--- src/rtl/sync_fifo_flex.sv ---
// Parametrised synchronous FIFO with selectable FWFT/registered read, runtime
// almost-full/almost-empty thresholds, occupancy count, flush and sticky error flags.
module sync_fifo_flex #(
  parameter int WIDTH     = 32,
  parameter int DEPTH_LEN = 4,
  parameter bit FWFT      = 1'b1
) (
  input  logic                 i_clk,
  input  logic                 i_rst,
  input  logic                 i_flush,
  input  logic [WIDTH-1:0]     i_data,
  input  logic                 wr_en,
  input  logic                 rd_en,
  input  logic [DEPTH_LEN:0]   i_afull_thr,
  input  logic [DEPTH_LEN:0]   i_aempty_thr,
  output logic [WIDTH-1:0]     o_data,
  output logic                 o_valid,
  output logic                 o_full,
  output logic                 o_empty,
  output logic                 o_afull,
  output logic                 o_aempty,
  output logic [DEPTH_LEN:0]   o_count,
  output logic                 o_overflow,
  output logic                 o_underflow
);

  localparam int DEPTH = 1 << DEPTH_LEN;
  localparam logic [DEPTH_LEN:0] DEPTH_CNT = (DEPTH_LEN + 1)'(DEPTH);

  logic [WIDTH-1:0]   mem [DEPTH];
  logic [DEPTH_LEN:0] wr_ptr;
  logic [DEPTH_LEN:0] rd_ptr;
  logic               rd_acc;
  logic               wr_acc;

  // Status is derived from registered pointers only; the extra pointer bit
  // lets count reach DEPTH without aliasing to empty.
  assign o_count  = wr_ptr - rd_ptr;
  assign o_empty  = (o_count == '0);
  assign o_full   = (o_count == DEPTH_CNT);
  assign o_afull  = (o_count >= i_afull_thr);
  assign o_aempty = (o_count <= i_aempty_thr);

  // A full FIFO still accepts a write when a read retires a word in the same cycle.
  assign rd_acc = rd_en & ~o_empty & ~i_flush & ~i_rst;
  assign wr_acc = wr_en & (~o_full | rd_acc) & ~i_flush & ~i_rst;

  // NOTE: sequential state uses non-blocking assignments so every register
  // samples the pre-edge values regardless of process ordering.
  always_ff @(posedge i_clk) begin
    if (i_rst || i_flush) begin
      wr_ptr <= '0;
      rd_ptr <= '0;
    end else begin
      if (wr_acc) wr_ptr <= wr_ptr + 1'b1;
      if (rd_acc) rd_ptr <= rd_ptr + 1'b1;
    end
  end

  always_ff @(posedge i_clk) begin
    if (i_rst || i_flush) begin
      o_overflow  <= 1'b0;
      o_underflow <= 1'b0;
    end else begin
      if (wr_en && o_full && !rd_acc) o_overflow  <= 1'b1;
      if (rd_en && o_empty)           o_underflow <= 1'b1;
    end
  end

  // NOTE: the storage array has no reset; pointers alone define which
  // entries are meaningful, and leaving it unreset lets it map to RAM/regfile.
  always_ff @(posedge i_clk) begin
    if (wr_acc) mem[wr_ptr[DEPTH_LEN-1:0]] <= i_data;
  end

  generate
    if (FWFT) begin : g_fwft
      assign o_data  = mem[rd_ptr[DEPTH_LEN-1:0]];
      assign o_valid = ~o_empty;
    end else begin : g_reg
      always_ff @(posedge i_clk) begin
        if (i_rst) begin
          o_data  <= '0;
          o_valid <= 1'b0;
        end else if (rd_acc) begin
          o_data  <= mem[rd_ptr[DEPTH_LEN-1:0]];
          o_valid <= 1'b1;
        end else begin
          o_valid <= 1'b0;
        end
      end
    end
  endgenerate

endmodule

--- config.mk ---
export PLATFORM = sky130hd
export DESIGN_NAME = sync_fifo_flex
export DESIGN_NICKNAME = d
export VERILOG_FILES = /design/src/rtl/sync_fifo_flex.sv
export SDC_FILE = /design/constraint.sdc
export NUM_CORES = 1
export LEC_CHECK = 0
export BUFFER_PORTS_ARGS = -buffer_cell sky130_fd_sc_hd__buf_2
export CORE_MARGIN = 2
export CORE_UTILIZATION = 61
export DETAILED_ROUTE_END_ITERATION = 7
export GPL_TIMING_DRIVEN = 1
export HOLD_SLACK_MARGIN = 0.02
export PLACE_DENSITY_LB_ADDON = 0.3
export SYNTH_ARGS = -nofsm -noshare
export SYNTH_HDL_FRONTEND = slang
export SYNTH_SLANG_ARGS = --single-unit
--- constraint.sdc ---
create_clock -name i_clk -period 6.8 [get_ports i_clk]
set_clock_uncertainty 0.15 [all_clocks]
set_input_delay 0 -clock i_clk [delete_from_list [all_inputs] [get_ports i_clk]]
set_output_delay 0 -clock i_clk [all_outputs]
set_load 0.02 [all_outputs]
==> summary.txt <==
Global route
  – Overall global routing resource usage: 0.235
  – Pin count of the biggest net entering global routing: 90
  – Grt total ovfl: 0
  – Global-route wire length before repair: 61.5 mm
  – Number of global-route vias before repair: 10100
  – Initial antenna violation count: 0

Layout
  – Share of layout cells above drive strength 1: 0.336
  – Most frequent cells in the layout: 512 x edfxtp_1, 160 x mux4_2, 90 x buf_2, 51 x clkbuf_16, 39 x dlygate4sd3_1
  – Area grow syn2layout: 14.3%
  – Antenna Cells: 0
  – FILL cells: 1956
  – Final net count: 1121
  – Post-Layout Inst Area: 23600 µm²
  – Multi-input logic area: 4700 µm²
  – Register Area: 15700 µm²
  – Most common cell after layout, fill and taps aside: edfxtp_1

Clocking
  – Worst-Skew Late Latency: 540 ps
  – Root Driver: clkbuf_16
  – CTS Hold Buffers Added: 39
  – Clk buf depth: 3
  – Setup Fix Bufs, Post-CTS: 0
  – CTS tree: built
  – H-Tree Depth: 2
  – Clk slew on worst S/H paths: 60 ps
  – PostCTS Resize Cnt: 0
  – Clk sinks: 528
  – Num CTS Buffers: 51

Routing
  – Drt drc: 0
  – Post-Route WL: 40.0 mm
  – Initial DRC count: 898
  – Via count: 9663
  – TritonRoute pass-1 iters: 5
  – Highest routed layer: met4
  – M1 wire length: 16.1 mm
  – Met3 routed WL: 2.56 mm
  – DR WL/cell: 26.1 µm
  – Vias per cell: 6.31
  – Antenna-violating nets left: 0
  – Met2 Wirelength: 20.6 mm

Critical path
  – Crit path depth: 11
  – Largest stage delay on the critical path: 770 ps
  – Crit Path Max Fanout: 11
  – Crit path top cell by count: ha_1
  – Critical path buffer and inverter count: 3
  – Reg2Reg Depth: 10
  – Worst EP required: 6650 ps
  – WS Path Type: flop to primary output
  – Crit path max-delay cell type: xor2_1
  – Critical path launch point: wr_ptr[0]
  – Worst setup EP type: primary output
  – Worst path cell trace: inv_1 -> ha_1 -> fa_1 -> nand2b_1 -> a21oi_1 -> xor2_1 -> inv_2 -> ha_1 -> nand3_1 -> o22ai_1 -> buf_2
  – CP Data Arrival Time: 3880 ps
  – Top delay family on crit path: adder cells
  – RR Startpoint: wr_ptr[0]
  – Startpoint types: flop

Logic synthesis
  – Number of synthesized flops with an enable pin: 512
  – Mean Syn Cell Area: 23.2 µm²
  – Post-synthesis instance area: 20600 µm²
  – Yosys cell types: 43
  – Synthesis Warnings: 0
  – Dominant register cell in the synthesized netlist: edfxtp_1
  – Synthesized instance count: 890
  – FF+latch count, synth: 528
  – Seq/Total Area, Yosys: 0.761
  – Syn_nets: 957
  – Fraction of registers with async set/reset: 0

Timing
  – Setup slack after layout: 2770 ps
  – Fin crit period: 4030 ps
  – Worst-margin pin slew: 1090 ps
  – Final Hold Slack: 187 ps
  – Fmax: 0.248 GHz
  – Max-slew violation count: 0
  – # setup viols final: 0
  – Hold Vio Cnt, Final: 0
  – Period utilization: 0.593
  – Slew Limit Headroom: 0.276
  – Final TNS setup: 0 ps
  – RSZ-0062 raised after global routing: no

Placement
  – DP Area: 21700 µm²
  – Pre-CTS setup slack: 2820 ps
  – Gpl congestion: 0.768
  – Hpwl dp: 21.6 mm
  – Port Buffers: 90

Die
  – Core Area: 33400 µm²
  – Row count: 67
  – I/O pin count: 91
  – Die width: 188 µm
  – Die area: 35300 µm²
  – Die Ht: 188 µm
  – Starting Density: 0.617

Flow run
  – Max_cap viols: 0

Worst hold path
  – Hold crit path type: input pin to flop
  – Hold path depth: 4
  – Worst hold path startpoint: i_flush

Power and ir drop
  – Leakage power: 0.00744 µW
  – Power per cell area: 278 nW/µm²
  – VDD IR max: 229 µV

Outcome
  – Status: finished clean
==> registers in the layout, summed over array words and instances, names as in the netlist, named ones only <==
register and cells:
wr_ptr 5, o_underflow 1, rd_ptr 5, o_overflow 1, mem 512
==> worst min-delay path, cell delays in order <==
cell and delay [ps]:
dlygate4sd3_1 510, buf_2 120, or3_1 120, mux2i_1 70
==> cell usage after synthesis (4+ instances only) <==
cell      count  area [µm²]
buf_6         6        67.6
clkbuf_1     16        60.1
a31oi_1       5        31.3
mux2i_1       6        60.1
a21oi_1       4        20.0
nor2_1        9        33.8
inv_1        19        71.3
buf_1         8        30.0
buf_2         4        20.0
o21a_1        4        30.0
buf_4        10        75.1
edfxtp_1    512       15400
nor4_1       16         100
nand4_1       5        31.3
a21o_1        4        30.0
mux4_2      160        3600
dfxtp_1      16         320
ha_1         19         238
nand3_1       8        40.0
nand2_1      19        71.3
nor3_1        5        25.0
==> report_power, final <==
part           internal [µW]  leakage (µW)  switching, µW
logic                    173       0.00198            212
registers               3580       0.00474           19.1
clock network           1480      0.000726           1090
total                   5230       0.00744           1330
==> layer usage <==
layer  track usage  vias to the layer above
li1              -                     4123
met1         0.335                     5081
met2         0.398                      401
met3        0.0301                       58
met4        0.0575                        0
met5             0                        -
==> final cells by class <==
class,count,area share
flip-flops and latches,528,0.666
multi-input cells,298,0.199
clock buffers,64,0.0562
repair buffers,155,0.0445
well taps,448,0.0238
clock inverters,19,0.00685
inverters,20,0.00318
==> logic make-up (layout without fill, tap and decap cells) <==
group,count (synthesis),count (layout),share of synthesized area
DFF,528,528,0.761
muxes,166,166,0.178
and+or+nand+nor,79,79,0.0204
buffers and inverters,64,258,0.0159
AOI/OAI and AO/OA,29,29,0.0107
adders and majority gates,20,20,0.0125
xor gates and xnor gates,4,4,0.00206
==> metrics by stage <==
| step | utilization | power [µW] | cells |
|---|---|---|---|
| floorplan | - | 3920 | 890 |
| global placement | 0.649 | 4030 | 1410 |
| detailed placement | 0.649 | 4040 | 1410 |
| CTS | 0.705 | 6600 | 1532 |
| global route | 0.705 | 6750 | 1532 |
| finish | 0.705 | 6550 | 1532 |
==> final timing paths <==
check | slack [ps] | to
worst min-delay path | 190 | flop
worst max-delay path | 2770 | o_aempty
worst min register to register | 320 | o_overflow
worst max register to register | 2820 | mem[6][4]
Note: power is estimated with default switching activity, not from simulation.
